`src/rtl/adc_sched_pkg.sv`:
```
// adc_sched_pkg
// Shared definitions for the ADC channel scheduler: channel/data widths,
// the scheduler state encoding and the one-frame channel tag carried between
// the frame that addresses a channel and the frame that returns its result.
package adc_sched_pkg;

    localparam int NUM_CH = 8;
    localparam int CH_W   = 3;
    localparam int DATA_W = 12;

    typedef enum logic [1:0] {
        IDLE  = 2'd0,
        ISSUE = 2'd1,
        WAIT  = 2'd2,
        GAP   = 2'd3
    } stateT;

    // Channel addressed by a frame, whether it came from a host request,
    // and whether the tag describes a real frame at all.
    typedef struct packed {
        logic [CH_W-1:0] ch;
        logic            req;
        logic            valid;
    } tagT;

endpackage

```
`src/rtl/adc_rr_pick.sv`:
```
// adc_rr_pick
// Combinational round-robin channel finder. Searches the mask upward starting
// one past the pointer, wrapping from the top channel back to channel 0; the
// pointer's own channel is the last candidate considered.
// Ports:
//   mask   in  NUM_CH  candidate channels
//   ptr    in  CH_W    channel chosen last time
//   nextCh out CH_W    first set channel after ptr (ptr when nothing is set)
//   found  out 1       at least one mask bit is set
module adc_rr_pick
    import adc_sched_pkg::*;
(
    input  logic [NUM_CH-1:0] mask,
    input  logic [CH_W-1:0]   ptr,
    output logic [CH_W-1:0]   nextCh,
    output logic              found
);

    // candCh[k] is the channel at search distance k+1 from ptr.
    logic [CH_W-1:0]   candCh [NUM_CH];
    logic [NUM_CH-1:0] candHit;

    genvar gi;
    generate
        for (gi = 0; gi < NUM_CH; gi++) begin : gCand
            assign candCh[gi]  = ptr + CH_W'(gi + 1);
            assign candHit[gi] = mask[candCh[gi]];
        end
    endgenerate

    // Walk from the farthest candidate down so the nearest hit wins.
    always_comb begin
        nextCh = ptr;
        found  = 1'b0;
        for (int i = NUM_CH - 1; i >= 0; i--) begin
            if (candHit[i]) begin
                nextCh = candCh[i];
                found  = 1'b1;
            end
        end
    end

endmodule

```
`src/rtl/adc_scan_sched.sv`:
```
// adc_scan_sched
// Channel scheduler for the 8-channel serial ADC. Each frame addresses one
// channel: a pending host request wins, otherwise the next masked channel in
// round-robin order. The ADC returns the result of the previously addressed
// channel, so a two-entry tag pipeline (cur/prev) tracks which channel and
// which request each returned word belongs to.
// Optional feature: define ADC_SCHED_TIMEOUT_EN to enable the WAIT watchdog
// (oERR sticky until reset); without it oERR is constant 0.
// Ports:
//   iCLK, iRST           clock, asynchronous active-low reset
//   iEN, iMASK           enable and background scan mask
//   iREQ, iREQ_CH        one-shot request, held until oREQ_ACK
//   oREQ_ACK, oREQ_DONE  request issued / request result written (pulses)
//   oGO, oCH             frame start and channel to the serial engine
//   iDONE, iDATA         frame complete and previous channel's result
//   oRES_VLD/CH/DATA     result write strobe, channel and value
//   iRD_CH, oRD_DATA     combinational readback of the result file
//   oVALID, iCLR_VLD     sticky per-channel valid flags and their clear
//   oERR                 sticky WAIT timeout flag
module adc_scan_sched
    import adc_sched_pkg::*;
#(
    parameter int GAP_CYCLES     = 2,
    parameter int TIMEOUT_CYCLES = 64
) (
    input  logic              iCLK,
    input  logic              iRST,
    input  logic              iEN,
    input  logic [NUM_CH-1:0] iMASK,
    input  logic              iREQ,
    input  logic [CH_W-1:0]   iREQ_CH,
    output logic              oREQ_ACK,
    output logic              oREQ_DONE,
    output logic              oGO,
    output logic [CH_W-1:0]   oCH,
    input  logic              iDONE,
    input  logic [DATA_W-1:0] iDATA,
    output logic              oRES_VLD,
    output logic [CH_W-1:0]   oRES_CH,
    output logic [DATA_W-1:0] oRES_DATA,
    input  logic [CH_W-1:0]   iRD_CH,
    output logic [DATA_W-1:0] oRD_DATA,
    output logic [NUM_CH-1:0] oVALID,
    input  logic              iCLR_VLD,
    output logic              oERR
);

    localparam logic [15:0] GAP_LAST = (GAP_CYCLES > 0) ? 16'(GAP_CYCLES - 1) : 16'd0;

    stateT             state;
    tagT               tagCur;
    tagT               tagPrev;
    logic [CH_W-1:0]   rrPtr;
    logic [CH_W-1:0]   chReg;
    logic [15:0]       gapCnt;
    logic [DATA_W-1:0] resFile [NUM_CH];

    logic [CH_W-1:0]   pickCh;
    logic              pickFound;
    logic              issueGo;
    logic [CH_W-1:0]   issueCh;
    logic              startCond;
    logic              resWrite;
    logic [NUM_CH-1:0] validNext;

    adc_rr_pick uPick (
        .mask   (iMASK),
        .ptr    (rrPtr),
        .nextCh (pickCh),
        .found  (pickFound)
    );

    // Selection happens in the ISSUE cycle itself from the live request and
    // mask; oGO/oREQ_ACK are decodes of that cycle and oCH is then held in
    // chReg until the next frame. If the mask emptied and no request is
    // pending, ISSUE falls back to IDLE without starting a frame.
    assign issueCh   = iREQ ? iREQ_CH : pickCh;
    assign issueGo   = (state == ISSUE) && (iREQ || pickFound);
    assign oGO       = issueGo;
    assign oREQ_ACK  = (state == ISSUE) && iREQ;
    assign oCH       = issueGo ? issueCh : chReg;

    assign startCond = iEN && ((iMASK != '0) || iREQ);
    assign resWrite  = (state == WAIT) && iDONE && tagPrev.valid;

    // A write in the same cycle as a clear still leaves its own bit set.
    assign validNext = (iCLR_VLD ? '0 : oVALID)
                     | (resWrite ? (NUM_CH'(1) << tagPrev.ch) : '0);

    assign oRD_DATA  = resFile[iRD_CH];

`ifdef ADC_SCHED_TIMEOUT_EN
    localparam logic [15:0] TIMEOUT_LAST = 16'(TIMEOUT_CYCLES - 1);
    logic [15:0] waitCnt;
`else
    // Timeout length has no effect when the watchdog is compiled out.
    logic unusedTimeout;
    assign unusedTimeout = |TIMEOUT_CYCLES;
    assign oERR = 1'b0;
`endif

    always_ff @(posedge iCLK or negedge iRST) begin
        if (!iRST) begin
            state     <= IDLE;
            tagCur    <= '0;
            tagPrev   <= '0;
            rrPtr     <= CH_W'(NUM_CH - 1);
            chReg     <= '0;
            gapCnt    <= '0;
            oRES_VLD  <= 1'b0;
            oRES_CH   <= '0;
            oRES_DATA <= '0;
            oREQ_DONE <= 1'b0;
            oVALID    <= '0;
`ifdef ADC_SCHED_TIMEOUT_EN
            waitCnt   <= '0;
            oERR      <= 1'b0;
`endif
        end else begin
            oRES_VLD  <= 1'b0;
            oREQ_DONE <= 1'b0;
            oVALID    <= validNext;
            if (resWrite) begin
                oRES_VLD  <= 1'b1;
                oRES_CH   <= tagPrev.ch;
                oRES_DATA <= iDATA;
                oREQ_DONE <= tagPrev.req;
            end

            case (state)
                IDLE: begin
                    // Tags survive IDLE only while the scheduler stays enabled.
                    if (!iEN) begin
                        tagCur.valid  <= 1'b0;
                        tagPrev.valid <= 1'b0;
                    end
                    if (startCond) state <= ISSUE;
                end

                ISSUE: begin
                    if (issueGo) begin
                        tagPrev <= tagCur;
                        tagCur  <= '{ch: issueCh, req: iREQ, valid: 1'b1};
                        chReg   <= issueCh;
                        if (!iREQ) rrPtr <= pickCh;
`ifdef ADC_SCHED_TIMEOUT_EN
                        waitCnt <= '0;
`endif
                        state   <= WAIT;
                    end else begin
                        state   <= IDLE;
                    end
                end

                WAIT: begin
                    if (iDONE) begin
                        if (!iEN) begin
                            tagCur.valid  <= 1'b0;
                            tagPrev.valid <= 1'b0;
                            state         <= IDLE;
                        end else if (GAP_CYCLES > 0) begin
                            gapCnt <= '0;
                            state  <= GAP;
                        end else begin
                            state  <= startCond ? ISSUE : IDLE;
                        end
                    end
`ifdef ADC_SCHED_TIMEOUT_EN
                    else if (waitCnt == TIMEOUT_LAST) begin
                        // The engine lost a frame: nothing in flight can be trusted.
                        oERR          <= 1'b1;
                        tagCur.valid  <= 1'b0;
                        tagPrev.valid <= 1'b0;
                        gapCnt        <= '0;
                        state         <= GAP;
                    end else begin
                        waitCnt <= waitCnt + 16'd1;
                    end
`endif
                end

                GAP: begin
                    if (!iEN) begin
                        tagCur.valid  <= 1'b0;
                        tagPrev.valid <= 1'b0;
                    end
                    if ((GAP_CYCLES == 0) || (gapCnt == GAP_LAST)) begin
                        state <= startCond ? ISSUE : IDLE;
                    end else begin
                        gapCnt <= gapCnt + 16'd1;
                    end
                end

                default: state <= IDLE;
            endcase
        end
    end

    always_ff @(posedge iCLK or negedge iRST) begin
        if (!iRST) begin
            for (int i = 0; i < NUM_CH; i++) resFile[i] <= '0;
        end else if (resWrite) begin
            resFile[tagPrev.ch] <= iDATA;
        end
    end

endmodule
```
`config.mk`:
```
export PLATFORM = sky130hd
export DESIGN_NAME = adc_scan_sched
export DESIGN_NICKNAME = d
export VERILOG_FILES = /design/src/rtl/adc_sched_pkg.sv /design/src/rtl/adc_rr_pick.sv /design/src/rtl/adc_scan_sched.sv
export SDC_FILE = /design/constraint.sdc
export NUM_CORES = 1
export LEC_CHECK = 0
export CAP_MARGIN = 20
export CORE_ASPECT_RATIO = 0.75
export CORE_MARGIN = 5
export CORE_UTILIZATION = 59
export CTS_BUF_LIST = sky130_fd_sc_hd__clkbuf_2 sky130_fd_sc_hd__clkbuf_4 sky130_fd_sc_hd__clkbuf_8
export DETAILED_ROUTE_END_ITERATION = 7
export PLACE_DENSITY = 0.8
export SLEW_MARGIN = 20
export SYNTH_ARGS = -nofsm -noshare
export SYNTH_HDL_FRONTEND = slang
export SYNTH_HIERARCHICAL = 1
export SYNTH_SLANG_ARGS = --single-unit
```
`constraint.sdc`:
```
create_clock -name iCLK -period 5.07 [get_ports iCLK]
set_input_delay 1.014 -clock iCLK [delete_from_list [all_inputs] [get_ports iCLK]]
set_output_delay 1.014 -clock iCLK [all_outputs]
set_load 0.05 [all_outputs]
```
==> out/metrics.cfg, run 1 <==
[logic_synthesis]
postSynthAreaPerCell_sq_um=12.5
yosysTopAreaCell=dfrtp_1
ys_types=67
synthAdderAreaFrac_pct=0.651
syn_nets=651
syn_area_sq_um=7690
yosys_most_used_dff=dfrtp_1
synth_top_area_share_pct=49.5
synth_edf_count=0
synth-simple-area-share_pct=9.81
synth.area.top_cells=dfrtp_1 (49%), mux2_2 (17%), mux4_2 (8.8%), nand2_1 (3.8%), a21oi_1 (1.5%)
muxShareOfSynthArea_pct=27.4
syn_inst=615
ys_warn_count=6
synth_top_family_by_area=multiplexers
synth.yosys.seq_area_share_pct=50.5
ys_ff_latch=155
synth-xor-area-share_pct=0.797
synth_compound_area_share_pct=7.63
synthArstFlopShare_pct=100

[timing]
setup_ws_ns=0.120
finClkSkew_ns=0.0125
grt_setup_unrepaired=no
setup_viol=0
hold_viol=0
slew_violations=0
fmax_ghz=0.202
setup_tns_ns=0
worstMarginPinSlew_ns=0.930
fin_crit_ns=4.95
period_share_pct=97.6
slew_headroom_pct=38.0

[layout]
antennaDiodeCount=0
areaGrowthSynthToFinish_pct=16.9
drive_gt1_share_pct=31.8
final_area_sq_um=8990
finalNetCount=727

[setup_path]
start_kind=register
crit_required_ns=4.06
slowest_stage=dfstp_4
worstPathCellList=inv_1 -> ha_2 -> mux4_2 -> mux2i_4 -> inv_2 -> a2111oi_4 -> nor3_1 -> a221oi_2 -> o22ai_1 -> a21oi_2 -> buf_12
r2r_start=rrPtr[1]$_DFFE_PN1P_
crit_fanout=16
rr_endpoint=state[1]$_DFFE_PN0P_
setup.worst_path.class=reg -> out
cp.arrival_ns=3.94
max_stage_delay_ns=0.74
cp-end-kind=output port
path_delay_family=compound AO/OA/AOI/OAI gates
r2r_cells=8
r2r_slack_ns=1.59
cp.buffers_inverters=3

[cts]
root_buffer=clkbuf_8
cts.sinks=155
cts_buffer_depth=2
hold_buffers=0
htreeDepth=4
path_clk_slew_ns=0.08
cts_buffers=17
cts_tree=done
clock_latency_ns=0.45

[placement]
io_buffer_count=73
gp_congestion=0.845
placed_area_sq_um=8600
place_hpwl_mm=11.8
pre_cts_slack_ns=0.133

[grt]
grt_pass1_vias=5533
grt-ovfl-total=0
track_usage_pct=24.1
grt_antenna_before_repair=0
grt_max_degree=101
grt_pass1_wl_mm=28.9

[route]
avgRoutedWirePerCell_microns=19.9
first_iter_violations=537
viasPerCell=6.13
ant_nets=0
vias=5364
routed_wirelength_mm=17.4
route.detailed.drc=0
dr.pass1.iters=5

[floorplan]
die_area_sq_um=15400
rows=36
core_area_sq_um=12900
die_w_microns=142
die_height_microns=109
io_pins=75
start_util_pct=59.7

[power_and_ir_drop]
peakVddDrop_v=0.000257
p_leak_nw=4.11
power.density_nw_per_um2=594

[run]
drv_cap=0

[hold_path]
worst_hold_path_type=reg -> reg
hp-start=oRES_DATA[0]$_DFFE_PN0P_
hold_depth=2
hold_end=oRES_DATA[0]$_DFFE_PN0P_

[run_status]
status=finished, final reports clean

==> where the power goes <==
group | leakage (nW) | switching [mW] | internal, mW
clock | 0.174 | 0.487 | 0.345
combinational | 1.87 | 1.39 | 1.14
sequential | 2.07 | 0.319 | 1.66
==> worst max-delay path by stage <==
stage | from | end | cells past startpoint
floorplan | rrPtr[1]$_DFFE_PN1P_ | oCH[1] | 13
global placement | iMASK[0] | oCH[1] | 10
detailed placement | iMASK[0] | oCH[1] | 10
CTS | rrPtr[1]$_DFFE_PN1P_ | oCH[1] | 11
global route | rrPtr[1]$_DFFE_PN1P_ | oCH[1] | 11
finish | rrPtr[1]$_DFFE_PN1P_ | oCH[1] | 11
==> layout make-up <==
cell class                 count  area, sq um
inverter                      21         78.8
sequential                   155         3890
fill                         928         3890
multi-input combinational    407         3590
clock buffer                  17          234
timing repair buffer          89          875
clock inverter                15          116
tap                          171          214
==> cell usage in the layout (no fill, tap or decap), drive strengths merged, types with 9 or more instances in the layout <==
cell	synthesis	layout
mux2i	10	10
clkinv	2	9
nand3	11	11
mux2	115	115
o21ai	17	17
buf	22	22
nor2	15	15
clkdlybuf4s50	0	67
inv	19	24
mux4	31	31
a21oi	23	23
dfrtp	152	152
o22ai	14	14
nand2	77	77
clkbuf	10	17
==> cells in the mapped netlist (5+ instances only) <==
cell / n
dfrtp_1: 152
mux2_2: 114
nand2_1: 77
mux4_2: 30
a21oi_1: 23
inv_1: 18
buf_2: 15
o21ai_0: 15
nor2_1: 14
o22ai_1: 14
nand3_1: 10
mux2i_1: 9
clkbuf_1: 8
nor3_1: 6
nor4_1: 6
a21o_1: 5
xnor2_1: 5
==> what timing repair did <==
item	in CTS	in global routing
endpoints found under the setup margin	2	3
setup buffers	0	2
pin swaps	0	1
cloned	0	0
resized for setup	2	6
==> metrics by stage <==
step	total power [mW]	cells	hold WS [ns]	utilization [%]
after floorplan	3.70	615	0.437	-
after global placement	4.27	841	0.455	66.8
after detailed placement	4.40	841	0.460	66.8
after CTS	5.26	873	0.483	69.6
after global routing	5.66	875	0.506	69.8
final	5.34	875	0.477	69.8
==> routing by layer <==
layer  up-vias  share of wire [%]  wire, microns  global-route usage, %
li1       2425                  -              -                      -
met1      2737                 44           7650                   33.0
met2       173                 49           8460                   38.3
met3        29                6.0           1050                   6.80
met4         0                1.3            227                   6.51
met5         -                  0              0                      0
==> logic make-up (layout without fill, tap and decap cells) <==
logic type / count (synthesis) / in the layout
AO/OA/AOI/OAI: 89 / 89
XOR/XNOR: 7 / 7
adder cells (fa/ha/maj): 4 / 4
buffers and inverters: 53 / 142
flip-flops: 155 / 155
multiplexers: 156 / 156
other: 1 / 1
AND/OR/NAND/NOR: 150 / 150
==> tightest hold or removal path: cells and delay by family, from the launching register on <==
kind / cells / cell delay, ns
flip-flops: 1 / 0.35
AND/OR/NAND/NOR: 2 / 0.10
==> sequential cells by signal, summed over array words and instances (netlist names) <==
name	flops
chReg	3
oRES_CH	3
oVALID	8
oRES_DATA	12
gapCnt	16
oREQ_DONE	1
resFile	96
oRES_VLD	1
tagPrev	5
rrPtr	3
tagCur	5
state	2
Note: power is estimated with default switching activity, not from simulation.
==> run 2, diff against run 1 <==
CORE_UTILIZATION = 66   (was 59)
DONT_BUFFER_PORTS = 1   (was default)
PLACE_DENSITY = 0.94   (was 0.8)
==> run 2 against run 1 <==
Against the previous run: non-clock buffer count decreased by 76; global-route usage increased by 4.8 points; clock power up 11%; wire length rose by 15%; fmax down 2.1%; worst hold slack worse by 0.21 ns; die area is 9.8% lower; largest power group is now sequential cells.
==> out/metrics.cfg, run 2 (synthesized netlist as in run 1, its figures left out) <==
[run_status]
status=finished, final reports clean

[layout]
final_cell_mix=dfrtp_1 (152), mux2_2 (114), nand2_1 (77)
final_area_sq_um=8220  ; -8.6%
finalNetCount=651  ; -10%
largestRegisters=resFile (96), gapCnt (16), oRES_DATA (12)
top_register=resFile
largest_register_ffs=96  ; unchanged
layout_commonest_cell=dfrtp_1
antennaDiodeCount=0  ; unchanged
areaGrowthSynthToFinish_pct=6.90
drive_gt1_share_pct=34.1  ; +2.3 points

[cts]
clock_latency_ns=0.45  ; about the same
hold_buffers=0  ; unchanged
root_buffer=clkbuf_8
cts_tree=done
path_clk_slew_ns=0.08  ; about the same
htreeDepth=4  ; unchanged
cts_buffer_depth=2  ; unchanged
cts.sinks=155  ; unchanged
cts_buffers=17  ; unchanged

[power_and_ir_drop]
p_leak_nw=3.82  ; -7.0%
peakVddDrop_v=0.000341  ; +33%
switching_share_pct=42.7  ; +1.5 points
internal-power_mw=3.04  ; -3.4%
clkPwrFrac_pct=17.5  ; +1.9 points
switchingPower_mw=2.26  ; +2.8%
power.density_nw_per_um2=644  ; +8.4%
pwr-share-comb_pct=39.5  ; -7.8 points
p_seq_share_pct=43.1  ; +6.0 points

[timing]
worstMarginPinSlew_ns=0.919  ; -0.0106 ns
grt_setup_unrepaired=yes
setup_tns_ns=0  ; unchanged
finClkSkew_ns=0.0166  ; +0.00406 ns
fmax_ghz=0.198  ; -2.1%
setup_viol=0  ; unchanged
slew_violations=0  ; unchanged
fin_crit_ns=5.06  ; +0.105 ns
hold_viol=0  ; unchanged
slew_headroom_pct=38.6  ; +0.58 points
period_share_pct=99.7  ; +2.1 points

[grt]
grt_use_met2_pct=47.0  ; +8.7 points
grt_most_used_layer=met2
grt_pass1_vias=5685  ; +2.7%
grt_use_met1_pct=35.0  ; +2.0 points
grt_pass1_wl_mm=30.5  ; +5.5%
grt-ovfl-total=0  ; unchanged
grt.met3_usage_pct=9.43  ; +2.6 points
track_usage_pct=28.9  ; +4.8 points
grt_max_degree=156  ; +54%
grt_antenna_before_repair=0  ; unchanged

[placement]
io_buffer_count=0  ; -100%
placed_area_sq_um=7770  ; -9.6%
gp_congestion=0.994  ; +18%
place_hpwl_mm=11.9  ; +1.0%

[hold_path]
worst_hold_path_type=in -> async

[setup_path]
start_kind=register
cp-end-kind=output port
crit_required_ns=4.06  ; about the same
setup.worst_path.class=reg -> out
crit_fanout=16  ; unchanged
r2r_slack_ns=1.25  ; -0.34 ns
cp.arrival_ns=4.04  ; +0.10 ns

[route]
ant_nets=0  ; unchanged
route.detailed.drc=0  ; unchanged
viasPerCell=7.25  ; +18%
first_iter_violations=973  ; +81%
dr.pass1.iters=6  ; +1
avgRoutedWirePerCell_microns=26.0  ; +31%
vias=5600  ; +4.4%
routed_wirelength_mm=20.1  ; +15%

[run]
drv_cap=0  ; unchanged

[floorplan]
die_w_microns=135  ; -5.1%
io_pins=75  ; unchanged
rows=34  ; -5.6%
die_area_sq_um=13900  ; -9.8%
core_area_sq_um=11500  ; -11%
start_util_pct=67.0  ; +7.3 points
die_height_microns=103  ; -5.0%

[run 2: layout make-up]
class                   count  area, sq um
flip-flops and latches    155         3890
multi-input cells         407         3580
fillers                   654         3260
clock buffers              20          269
well taps                 144          180
clock inverters            12          123
repair buffers             13         97.6
inverters                  21         82.6
[run 2: path summary, 6_finish.rpt]
kind                            cells past startpoint                     end                  start
worst max-delay path                               11                  oCH[1]   rrPtr[1]$_DFFE_PN1P_
worst min-delay path                                0      oRES_VLD$_DFF_PN0_                   iRST
worst max register to register                     10    state[1]$_DFFE_PN0P_   rrPtr[1]$_DFFE_PN1P_
worst min register to register                      2  tagPrev[1]$_DFFE_PN0P_  tagCur[1]$_DFFE_PN0P_
max in group asynchronous                           0    rrPtr[2]$_DFFE_PN1P_                   iRST
min in group iCLK                                   2  tagPrev[1]$_DFFE_PN0P_  tagCur[1]$_DFFE_PN0P_
[run 2: what timing repair did]
item,in CTS,in global routing
pin swaps,0,2
setup endpoints to repair,1,4
setup buffers,0,4
resized for setup,2,5
[run 2: worst max-delay path, stage by stage, from the launching register on]
cell,delay [ns]
dfstp_4,0.74
inv_1,0.19
ha_2,0.48
mux4_2,0.42
nor2b_1,0.19
a21oi_1,0.37
o211ai_1,0.21
a211oi_1,0.32
a221oi_2,0.15
o22ai_1,0.21
a21oi_1,0.11
buf_4,0.20
[run 2: metrics by stage]
| stage | power, mW | hold slack (ns) | instances | util, % | setup WS (ns) |
|---|---|---|---|---|---|
| after global placement | 3.92 | 0.461 | 736 | 67.7 | 0.661 |
| final | 5.30 | 0.264 | 772 | 71.6 | 0.0149 |
| after global routing | 5.49 | 0.224 | 772 | 71.6 | -0.131 |
| after CTS | 5.10 | 0.236 | 768 | 71.2 | 0.0663 |
| after detailed placement | 4.11 | 0.468 | 736 | 67.7 | 0.373 |
| after floorplan | 3.70 | 0.437 | 615 | - | 0.320 |
[run 2: power groups by stage]
stage	sequential (mW)	clock [mW]	combinational (mW)
finish	2.28	0.925	2.09
global route	2.32	0.982	2.18
CTS	2.25	0.934	1.91
detailed placement	2.25	0	1.86
global placement	2.19	0	1.73
floorplan	2.06	0	1.63
[run 2: layer usage]
metal	up-vias	part of all wire, %	routed length [microns]
li1	2252	-	-
met1	2799	37	7400
met2	427	48	9590
met3	122	10	2110
met4	0	4.9	979
met5	-	0	0
